File: config.mk
export PLATFORM = sky130hd
export DESIGN_NAME = sysarray_seq_ctrl
export DESIGN_NICKNAME = d
export VERILOG_FILES = /design/src/rtl/sysarray_seq_ctrl.sv
export SDC_FILE = /design/constraint.sdc
export NUM_CORES = 1
export LEC_CHECK = 0
export BUFFER_PORTS_ARGS = -buffer_cell sky130_fd_sc_hd__buf_2
export CORE_AREA = 4 4 305 307
export DETAILED_ROUTE_END_ITERATION = 16
export DIE_AREA = 0 0 309 311
export GPL_TIMING_DRIVEN = 0
export SKIP_LAST_GASP = 1
export SYNTH_ARGS = -nofsm -noshare
export SYNTH_HDL_FRONTEND = slang
export SYNTH_SLANG_ARGS = --single-unit
File: constraint.sdc
create_clock -name clk -period 5.85 [get_ports clk]
set_input_delay 0.2925 -clock clk [delete_from_list [all_inputs] [get_ports clk]]
set_output_delay 0.2925 -clock clk [all_outputs]
set_load 0.02 [all_outputs]
File: src/rtl/sysarray_seq_ctrl.sv
// Operand sequencer for a systolic array: buffers n rows each of A and B,
// streams them row-by-row on start, zero-pads the drain and reports completion.
module sysarray_seq_ctrl #(
    parameter int N = 31,
    parameter int n = 3
) (
    input  logic                 clk,
    input  logic                 rst,
    input  logic                 wr_en,
    input  logic                 wr_sel,
    input  logic [5:0]           wr_addr,
    input  logic [(N+1)*n-1:0]   wr_data,
    input  logic                 start,
    output logic                 busy,
    output logic                 done,
    output logic                 wr_err,
    output logic [6:0]           flg,
    output logic [(N+1)*n-1:0]   arr1,
    output logic [(N+1)*n-1:0]   arr2
);

    localparam int         W    = (N + 1) * n;
    localparam logic [6:0] LAST = 7'(3 * n - 2);

    typedef enum logic [1:0] {
        IDLE = 2'd0,
        RUN  = 2'd1,
        DONE = 2'd2
    } state_t;

    state_t         state_q, state_d;
    logic [W-1:0]   a_q [n];
    logic [W-1:0]   b_q [n];
    logic [6:0]     flg_q, flg_d;
    logic [W-1:0]   arr1_q, arr1_d;
    logic [W-1:0]   arr2_q, arr2_d;
    logic           busy_q, busy_d;
    logic           done_q, done_d;
    logic           wr_err_q, wr_err_d;

    logic           wr_ok;
    logic [6:0]     rd_idx;
    logic [W-1:0]   rd_a, rd_b;

    always_comb begin
        wr_ok    = wr_en && (state_q == IDLE) && (wr_addr < 6'(n));
        wr_err_d = wr_err_q | (wr_en & ~wr_ok);
    end

    // Row fetched for the next cycle; indices >= n fall through to zero (drain).
    always_comb begin
        rd_idx = (state_q == RUN) ? flg_q + 7'd1 : '0;
        rd_a   = '0;
        rd_b   = '0;
        for (int unsigned i = 0; i < n; i++) begin
            if (rd_idx == 7'(i)) begin
                rd_a = a_q[i];
                rd_b = b_q[i];
            end
        end
    end

    always_comb begin
        state_d = state_q;
        flg_d   = '0;
        arr1_d  = '0;
        arr2_d  = '0;
        busy_d  = 1'b0;
        done_d  = 1'b0;
        case (state_q)
            IDLE: begin
                if (start) begin
                    state_d = RUN;
                    busy_d  = 1'b1;
                    arr1_d  = rd_a;
                    arr2_d  = rd_b;
                end
            end
            RUN: begin
                busy_d = 1'b1;
                if (flg_q == LAST) begin
                    state_d = DONE;
                    done_d  = 1'b1;
                    flg_d   = LAST;
                end else begin
                    flg_d  = flg_q + 7'd1;
                    arr1_d = rd_a;
                    arr2_d = rd_b;
                end
            end
            DONE: begin
                state_d = IDLE;
            end
            default: begin
                state_d = IDLE;
            end
        endcase
    end

    always_ff @(posedge clk) begin
        if (rst) begin
            state_q  <= IDLE;
            flg_q    <= '0;
            arr1_q   <= '0;
            arr2_q   <= '0;
            busy_q   <= 1'b0;
            done_q   <= 1'b0;
            wr_err_q <= 1'b0;
            for (int unsigned i = 0; i < n; i++) begin
                a_q[i] <= '0;
                b_q[i] <= '0;
            end
        end else begin
            state_q  <= state_d;
            flg_q    <= flg_d;
            arr1_q   <= arr1_d;
            arr2_q   <= arr2_d;
            busy_q   <= busy_d;
            done_q   <= done_d;
            wr_err_q <= wr_err_d;
            for (int unsigned i = 0; i < n; i++) begin
                if (wr_ok && (wr_addr == 6'(i))) begin
                    if (wr_sel) b_q[i] <= wr_data;
                    else        a_q[i] <= wr_data;
                end
            end
        end
    end

    assign flg    = flg_q;
    assign arr1   = arr1_q;
    assign arr2   = arr2_q;
    assign busy   = busy_q;
    assign done   = done_q;
    assign wr_err = wr_err_q;

endmodule

==> impl_metrics.ini, run 1 <==
[run_status]
status = finished with violations
violations = max-capacitance violations

[sta]
fmax_mhz = 278.8
rsz0062_at_grt = no
hold_viol = 0
slew_headroom_pct = 0.2915
fin_crit_ns = 3.587
setup_viol = 0
worstMarginPinSlew_ns = 1.496
fin_crit_sh_pct = 61.32
final_max_slew_viol_count = 0
fin_worst_skew_ns = 0.02721

[setup_path]
end_kind = flop
crit_chain = nor2_1, and3_1, nand2_1, nor2_2, buf_1, clkbuf_1, and2_1
cp-start-kind = flop
cp_slowest_cell = buf_1
worstPathMaxFanout = 10
crit_type = reg2reg
arrival_ns = 4.07
startpoint = state_q[0]
worstPathRequired_ns = 6.33
slowest_delay_ns = 0.96
timing.rr.start = state_q[0]

[synthesis]
synthFlopType = edfxtp_1
synth_cell_types = 35
synthArstFlopShare_pct = 0
synth-edff-count = 576
synthCells = 2430
synth.mux.area_fraction_pct = 0
synth_fp_nets = 2538
ys.warnings.count = 0
synth_area_sq_um = 31390
synth_top_family_by_area = compound AO/OA/AOI/OAI gates
synth_fa_ha_area_share_pct = 0.03986
yosysSeqAreaShare_pct = 68.12
synth_top_area_cell = edfxtp_1
yosys.area_share.simple_pct = 9.153
synth-compound-area-share_pct = 19.34
synth_xor_xnor_area_share_pct = 0.1116
synthTopCellsByArea = edfxtp_1 (55%), dfxtp_1 (13%), a211oi_2 (7.1%)
syn_area_per_cell_sq_um = 12.92
synth.top_cell.area_share_pct = 55.11
synth_seq_cells = 780

[cts]
tritoncts = yes
clk_path_buf_depth = 3
numCtsBuffers = 85
ctsHoldBuffers = 53
cts_resized = 0
clock_latency_ns = 0.65
cts_setup_buffers = 0
path_clk_slew_ns = 0.06
clock_sinks = 780
clock-root-buffer = clkbuf_16
cts_max_level = 3

[route]
avgRoutedWirePerCell_um = 23.89
routed_wl_mm = 98.98
viasPerCell = 5.393
drc_errors = 0
dr.pass1.iters = 6
dr.first_iter.drc_count = 1914
ant_nets = 0
vias = 22340

[final_layout]
final_common_cell = edfxtp_1
flow.area_growth_from_synthesis_pct = 21.51
nFillCells = 8293
fin_area_sq_um = 38140
post-route-util_pct = 42.37
drive_gt1_share_pct = 25.13
mostFrequentLayoutCells = edfxtp_1 (576), buf_2 (410), nand2_1 (204), dfxtp_1 (204), nor2_1 (201)
final_nets = 2996

[grt]
grt_pass1_wl_mm = 142.8
grt_max_degree = 53
antenna_found_initial = 12
grt_usage_pct = 19.87
grt_pass1_vias = 21910
overflow = 0

[placement]
io_buffers = 308
hpwl_mm = 63.63
placed_area_sq_um = 34700
gp_congestion = 0.7879

[die]
die_h_um = 311
core_area_sq_um = 90010
die_w_um = 309
rows = 110
num_io_pins = 309
dieArea_sq_um = 96100
initial_core_util_pct = 34.87

[power]
power.leakage_nw = 13.80
power_mw = 12.66
p_per_area_nw_per_um2 = 332.0
vdd_drop_max_v = 0.0001851

[run]
cap_viol_max_count = 1

[worst_hold_path]
min_from = wr_data[13]
hold_path.class = in2reg
==> stage by stage <==
step                      setup TNS [ns]  hold slack (ns)  setup WS, ns  instances
after floorplan                        0           0.4293         1.797       2430
after global placement            -30.55           0.4947       -0.3331       3914
after detailed placement               0           0.5110         2.222       3924
after CTS                              0         0.001062         2.257       4137
after global routing                   0         0.004099         2.150       4139
final                                  0          0.02834         2.263       4143
==> cell usage after synthesis, types with 3 or more instances <==
| cell | n |
|---|---|
| a211oi_1 | 13 |
| and2_1 | 196 |
| nor3_1 | 4 |
| edfxtp_1 | 576 |
| o21ai_0 | 193 |
| a31o_2 | 3 |
| a32oi_1 | 192 |
| nor2b_1 | 3 |
| a21oi_1 | 195 |
| nand2_1 | 204 |
| and3_1 | 3 |
| dfxtp_1 | 204 |
| nor2_1 | 202 |
| a211oi_2 | 179 |
| clkbuf_1 | 126 |
| buf_1 | 7 |
| buf_2 | 102 |
==> worst max-delay path: cells and delay by family (launching register included) <==
kind,cells,cell delay (ns)
simple gates,5,1.72
buf+inv,2,1.33
flops,1,0.33
==> sequential cells by signal, indices dropped and copies added, names as in the netlist <==
| name | flops |
|---|---|
| a_q | 288 |
| b_q | 288 |
| arr1 | 96 |
| arr2 | 96 |
| flg | 7 |
| state_q | 2 |
| busy | 1 |
| done | 1 |
| wr_err | 1 |
==> final timing paths <==
check	to	slack [ns]	cells past startpoint
worst max-delay path	a_q[0][69]	2.26	7
worst min-delay path	a_q[0][109]	0.03	2
worst max register to register	a_q[0][69]	2.26	7
worst min register to register	wr_err	0.52	2
==> layout make-up <==
type | instances | area [sq um] | area share, %
Buffer | 235 | 1013 | 2.657
Clock inverter | 39 | 451.7 | 1.184
Sequential cell | 780 | 21380 | 56.06
Tap cell | 1176 | 1471 | 3.858
Multi-Input combinational cell | 1413 | 9045 | 23.72
Clock buffer | 121 | 2437 | 6.391
Antenna cell | 6 | 15.01 | 0.03937
Inverter | 2 | 7.507 | 0.01968
Timing Repair Buffer | 371 | 2317 | 6.076
==> where the power goes <==
| part | total, mW | switching [mW] | internal (mW) | leakage (nW) |
|---|---|---|---|---|
| sequential | 6.22 | 0.0815 | 6.14 | 7.61 |
| clock | 5.46 | 2.25 | 3.21 | 1.41 |
| combinational | 0.980 | 0.674 | 0.306 | 4.78 |
==> per-layer routing <==
metal	global-route usage, %	routed length (um)	part of all wire [%]	up-vias
li1	-	-	-	10120
met1	27.46	41890	42	11000
met2	31.44	45800	46	1048
met3	3.689	7992	8.1	172
met4	6.891	3297	3.3	0
met5	0	0	0	-
==> cell families after synthesis <==
| family | count (synthesis) |
|---|---|
| XOR/XNOR | 4 |
| buffers and inverters | 237 |
| AO/OA/AOI/OAI | 786 |
| adder cells (fa/ha/maj) | 1 |
| flip-flops | 780 |
| AND/OR/NAND/NOR | 622 |
(Power assumes the default switching activity.)
==> run 2: changes to the inputs <==
==> constraint.sdc (replaced) <==
create_clock -name clk -period 3.22 [get_ports clk]
set_input_delay 0.161 -clock clk [delete_from_list [all_inputs] [get_ports clk]]
set_output_delay 0.161 -clock clk [all_outputs]
set_load 0.02 [all_outputs]
==> run 2 against run 1 <==
Effect of this change:
- the flow now finishes without violations
- critical endpoint is now a_q[0][162]
- via count fell by 0.24%
- routed wire length is 0.42% higher
- flip-flop and latch count did not move
- clock skew fell by 0.0068 ns
- non-clock buffer count is 49 higher
- core utilization increased by 0.50 points
- final cell count rose by 1.1%
- clock-buffer cell count did not move
- fmax rose by 15%
- first-iteration DRC count fell by 0.84%
==> impl_metrics.ini, run 2 (synthesized netlist as in run 1, its figures left out) <==
[grt]
grt_usage_pct = 20.04
grt_max_degree = 54
grt_pass1_wl_mm = 144.1
grt_pass1_vias = 22260
overflow = 0
antenna_found_initial = 5

[die]
die_h_um = 311
core_area_sq_um = 90010
die_w_um = 309
num_io_pins = 309
dieArea_sq_um = 96100
rows = 110
initial_core_util_pct = 34.87

[setup_path]
crit_path_frequent_cell = buf_12
arrival_ns = 3.44
end_kind = flop
worstPathRequired_ns = 3.55
worstPathMaxFanout = 25
timing.rr.start = state_q[1]
worst_r2r_endpoint = a_q[0][162]
rr_worst_depth = 7
slowest_delay_ns = 0.53
crit_type = reg2reg
cp_slowest_cell = o21bai_4
crit_chain = nor2_1, and3_1, nor2b_1, nand2_1, o21bai_4, buf_12, buf_12
r2r_setup_slack_ns = 0.11
cp-start-kind = flop

[cts]
clock_sinks = 780
numCtsBuffers = 84
cts_setup_buffers = 0
cts_max_level = 3
clk_path_buf_depth = 3
clock_latency_ns = 0.64
path_clk_slew_ns = 0.06
clock-root-buffer = clkbuf_16
tritoncts = yes

[route]
ant_nets = 0
viasPerCell = 5.324
dr.pass1.iters = 5
avgRoutedWirePerCell_um = 23.74
vias = 22290
dr.first_iter.drc_count = 1898
routed_wl_mm = 99.39
drc_errors = 0

[sta]
fin_crit_ns = 3.108
hold_viol = 0
setup_viol = 0
fin_ws_ns = 0.1119
fin_crit_sh_pct = 96.52
slew_headroom_pct = 23.62
fmax_mhz = 321.7
finalSetupTns_ns = 0
final_max_slew_viol_count = 0
worstMarginPinSlew_ns = 1.146
fin_worst_skew_ns = 0.02041
rsz0062_at_grt = no
whs_ns = 0.06415

[power]
vdd_drop_max_v = 0.0004439
p_per_area_nw_per_um2 = 591.9
power.leakage_nw = 14.01
power_mw = 22.84

[final_layout]
drive_gt1_share_pct = 25.02
final_common_cell = edfxtp_1
final_nets = 3045
top_regs = a_q (288), b_q (288)
flow.area_growth_from_synthesis_pct = 22.94
post-route-util_pct = 42.87
mostFrequentLayoutCells = edfxtp_1 (576), buf_2 (410), nand2_1 (204), dfxtp_1 (204), nor2_1 (201)

[worst_hold_path]
min_from = rst
hold_path.class = in2reg
min_delay_path_depth = 3
hold_end = flg[1]

[placement]
dpl_worst_slack_ns = -0.2377
io_buffers = 308
hpwl_mm = 64.09
gp_congestion = 0.7872

[run_status]
status = complete, no violations

[run]
cap_viol_max_count = 0
## run 2: changes by cell type in the layout (fill, tap and decap cells not counted), sizes merged
cell and delta:
dlygate4sd3 +47, diode -4, clkinv +3, clkdlybuf4s18 +1
buf +1, bufinv -2, o21bai +1, inv -3
## run 2: what timing repair did
| action | 4_1_cts | 5_1_grt |
|---|---|---|
| hold buffers | 100 | 0 |
| gates resized for setup | 7 | 4 |
| cloned | 1 | 0 |
| endpoints found under the hold margin | 578 | 0 |
| pin swaps | 1 | 1 |
| setup endpoints to repair | 422 | 179 |
## run 2: where the power goes
part	total, mW	leakage, nW	internal, mW	switching (mW)
clock	9.71	1.37	5.67	4.04
sequential	11.3	7.61	11.2	0.149
combinational	1.83	5.03	0.600	1.23
total	22.8	14.0	17.4	5.42
## run 2: layer usage
metal / wire, um / track usage [%] / share of wire, %
met2: 45910 / 31.64 / 46
met4: 3678 / 7.422 / 3.7
met5: 0 / 0 / 0
met1: 42120 / 27.06 / 42
met3: 7683 / 4.465 / 7.7
## run 2: worst max path at each step
| stage | start | slack [ns] | end |
|---|---|---|---|
| floorplan | wr_addr[5] | 0.34 | a_q[0][100] |
| global placement | state_q[0] | -1.18 | a_q[0][148] |
| detailed placement | flg[0] | -0.24 | arr2[62] |
| CTS | flg[0] | 0.04 | arr1[27] |
| global route | state_q[1] | 0.003 | arr2[10] |
| finish | state_q[1] | 0.11 | a_q[0][162] |
## run 2: critical path, delay by kind of cell, from the launching register on
family / cells / cell delay (ns)
flip-flops: 1 / 0.32
buffers and inverters: 2 / 0.49
AND/OR/NAND/NOR: 4 / 1.38
AO/OA/AOI/OAI: 1 / 0.53
## run 2: metrics by stage
| stage | instance area, sq um | instances |
|---|---|---|
| final | 38590 | 4187 |
| after global routing | 38590 | 4186 |
| after CTS | 38580 | 4185 |
| after detailed placement | 34750 | 3927 |
| after global placement | 34410 | 3914 |
| after floorplan | 31400 | 2430 |
## run 2: area by class of cell
type,count,area [sq um]
multi-input combinational,1414,9062
sequential,780,21380
fill,8366,51420
clock buffer,121,2456
inverter,2,7.507
clock inverter,37,345.3
tap,1176,1471
buffer,234,1022
timing repair buffer,421,2838
antenna,2,5.005
==> run 3: changes to the inputs <==
--- a/config.mk
+++ b/config.mk
@@ -10,7 +10,10 @@
 export DETAILED_ROUTE_END_ITERATION = 16
 export DIE_AREA = 0 0 309 311
 export GPL_TIMING_DRIVEN = 0
+export PLACE_DENSITY_LB_ADDON = 0.05
+export RECOVER_POWER = 25
 export SKIP_LAST_GASP = 1
+export SLEW_MARGIN = 30
 export SYNTH_ARGS = -nofsm -noshare
 export SYNTH_HDL_FRONTEND = slang
 export SYNTH_SLANG_ARGS = --single-unit
==> run 3 against run 2 <==
Effect of this change:
- worst hold slack improved by 0.040 ns
- final cell count rose by 0.38%
- critical path depth rose by 1
- clock power up 0.8%
- design area is essentially flat
- sequential share of layout area about the same
- sequential power is essentially flat
- fmax rose by 0.43%
- first-iteration DRC count down 9.5%
- die area did not move
- setup slack improved by 0.013 ns
- core utilization barely moved
- critical path type unchanged
- critical endpoint is now arr1[91]
==> impl_metrics.ini, run 3 (synthesized netlist as in run 1, its figures left out) <==
[run_status]
status = complete, no violations

[power]
power_mw = 22.95
vdd_drop_max_v = 0.0003377
comb_power_share_pct = 8.0
intPower_mw = 17.48
switching_share_pct = 23.81
power.net_switching_mw = 5.464
p_per_area_nw_per_um2 = 595.0
power.leakage_nw = 13.31
power_frac_seq_pct = 49.3
clkPwrFrac_pct = 42.7

[die]
num_io_pins = 309
die_h_um = 311
core_area_sq_um = 90010
rows = 110
dieArea_sq_um = 96100
die_w_um = 309
initial_core_util_pct = 34.87

[route]
ant_nets = 0
viasPerCell = 5.310
avgRoutedWirePerCell_um = 25.05
drc_errors = 0
dr.pass1.iters = 5
dr.first_iter.drc_count = 1717
routed_wl_mm = 105.3
vias = 22320

[grt]
antenna_found_initial = 5
grt_max_degree = 42
overflow = 0
grt_pass1_wl_mm = 152.9
grt_usage_pct = 21.46
grt_pass1_vias = 22830

[setup_path]
end_kind = flop
slowest_delay_ns = 0.56
crit_type = reg2reg
worstPathRequired_ns = 3.72
rr_worst_depth = 8
crit_chain = nand2b_1, buf_2, buf_2, clkbuf_2, buf_16, clkbuf_1, a32oi_1, a211oi_2
crit_path_frequent_cell = buf_2
worstPathMaxFanout = 10
arrival_ns = 3.60
cp_slowest_cell = buf_2
cp-start-kind = flop

[worst_hold_path]
hold_path.class = in2reg
min_delay_path_depth = 2

[sta]
worstMarginPinSlew_ns = 1.231
fmax_mhz = 323.1
final_max_slew_viol_count = 0
slew_headroom_pct = 17.91
rsz0062_at_grt = no
fin_crit_ns = 3.095
fin_ws_ns = 0.1254
fin_worst_skew_ns = 0.02712
fin_crit_sh_pct = 96.11
finalSetupTns_ns = 0
hold_viol = 0
setup_viol = 0
whs_ns = 0.1045

[cts]
clock_sinks = 780
cts_setup_buffers = 0
clock-root-buffer = clkbuf_16
tritoncts = yes
clock_latency_ns = 0.65
path_clk_slew_ns = 0.06
clk_path_buf_depth = 3
numCtsBuffers = 88
cts_max_level = 3

[placement]
io_buffers = 308
dpl_worst_slack_ns = 0.1197
gp_congestion = 0.7798
hpwl_mm = 69.47

[final_layout]
final_nets = 3060
flow.area_growth_from_synthesis_pct = 22.87
top_regs = a_q (288), b_q (288)
multi_input_area_sq_um = 9032
mostFrequentLayoutCells = edfxtp_1 (576), clkbuf_1 (350), buf_2 (209)
nFillCells = 8506
final_common_cell = edfxtp_1
seqCellArea_sq_um = 21380
drive_gt1_share_pct = 18.51
post-route-util_pct = 42.85

[run]
cap_viol_max_count = 0
run 3: power by group through the flow:
stage                     registers (mW)  clock network [mW]  logic, mW
after floorplan                     11.6                   0      0.833
after global placement              11.5                   0       1.69
after detailed placement            11.5                   0       1.80
after CTS                           11.3                10.0       1.90
after global routing                11.3                10.5       1.98
final                               11.3                9.79       1.84
run 3: worst paths after layout:
check                 to  slack (ns)        start
max             arr1[91]        0.13   state_q[1]
min reg2reg     arr1[30]        0.58  a_q[0][222]
max reg2reg     arr1[91]        0.13   state_q[1]
min          a_q[0][103]        0.10       wr_sel
run 3: timing repair:
item	in CTS	in global routing
hold endpoints to repair	580	0
resized for setup	0	2
endpoints found under the setup margin	0	4
hold buffers	101	0
run 3: final cells by class:
type / instances / share of cell area, %
diodes: 1 / 0.006489
plain buffers: 235 / 2.660
clock buffers: 137 / 6.771
clock inverters: 27 / 0.5418
inverters: 2 / 0.01947
multi-input cells: 1413 / 23.42
flip-flops and latches: 780 / 55.44
well taps: 1176 / 3.815
repair buffers: 432 / 7.326
run 3: layer usage:
metal | vias up | share of wire, % | global-route usage [%]
met5 | - | 0 | 0
met4 | 0 | 3.3 | 7.528
met3 | 151 | 7.6 | 4.438
met2 | 894 | 46 | 33.81
met1 | 11050 | 43 | 29.44
li1 | 10220 | - | -
run 3: metrics by stage:
| stage | cell area [sq um] | cells |
|---|---|---|
| floorplan | 31400 | 2430 |
| global placement | 34410 | 3914 |
| detailed placement | 35030 | 3937 |
| CTS | 38860 | 4202 |
| global route | 38560 | 4202 |
| finish | 38570 | 4203 |
run 3: critical path: cells and delay by family, from the launching register on:
family / cells / cell delay [ns]
AND/OR/NAND/NOR: 1 / 0.13
buffers and inverters: 5 / 1.95
AO/OA/AOI/OAI: 2 / 0.54
flip-flops: 1 / 0.34
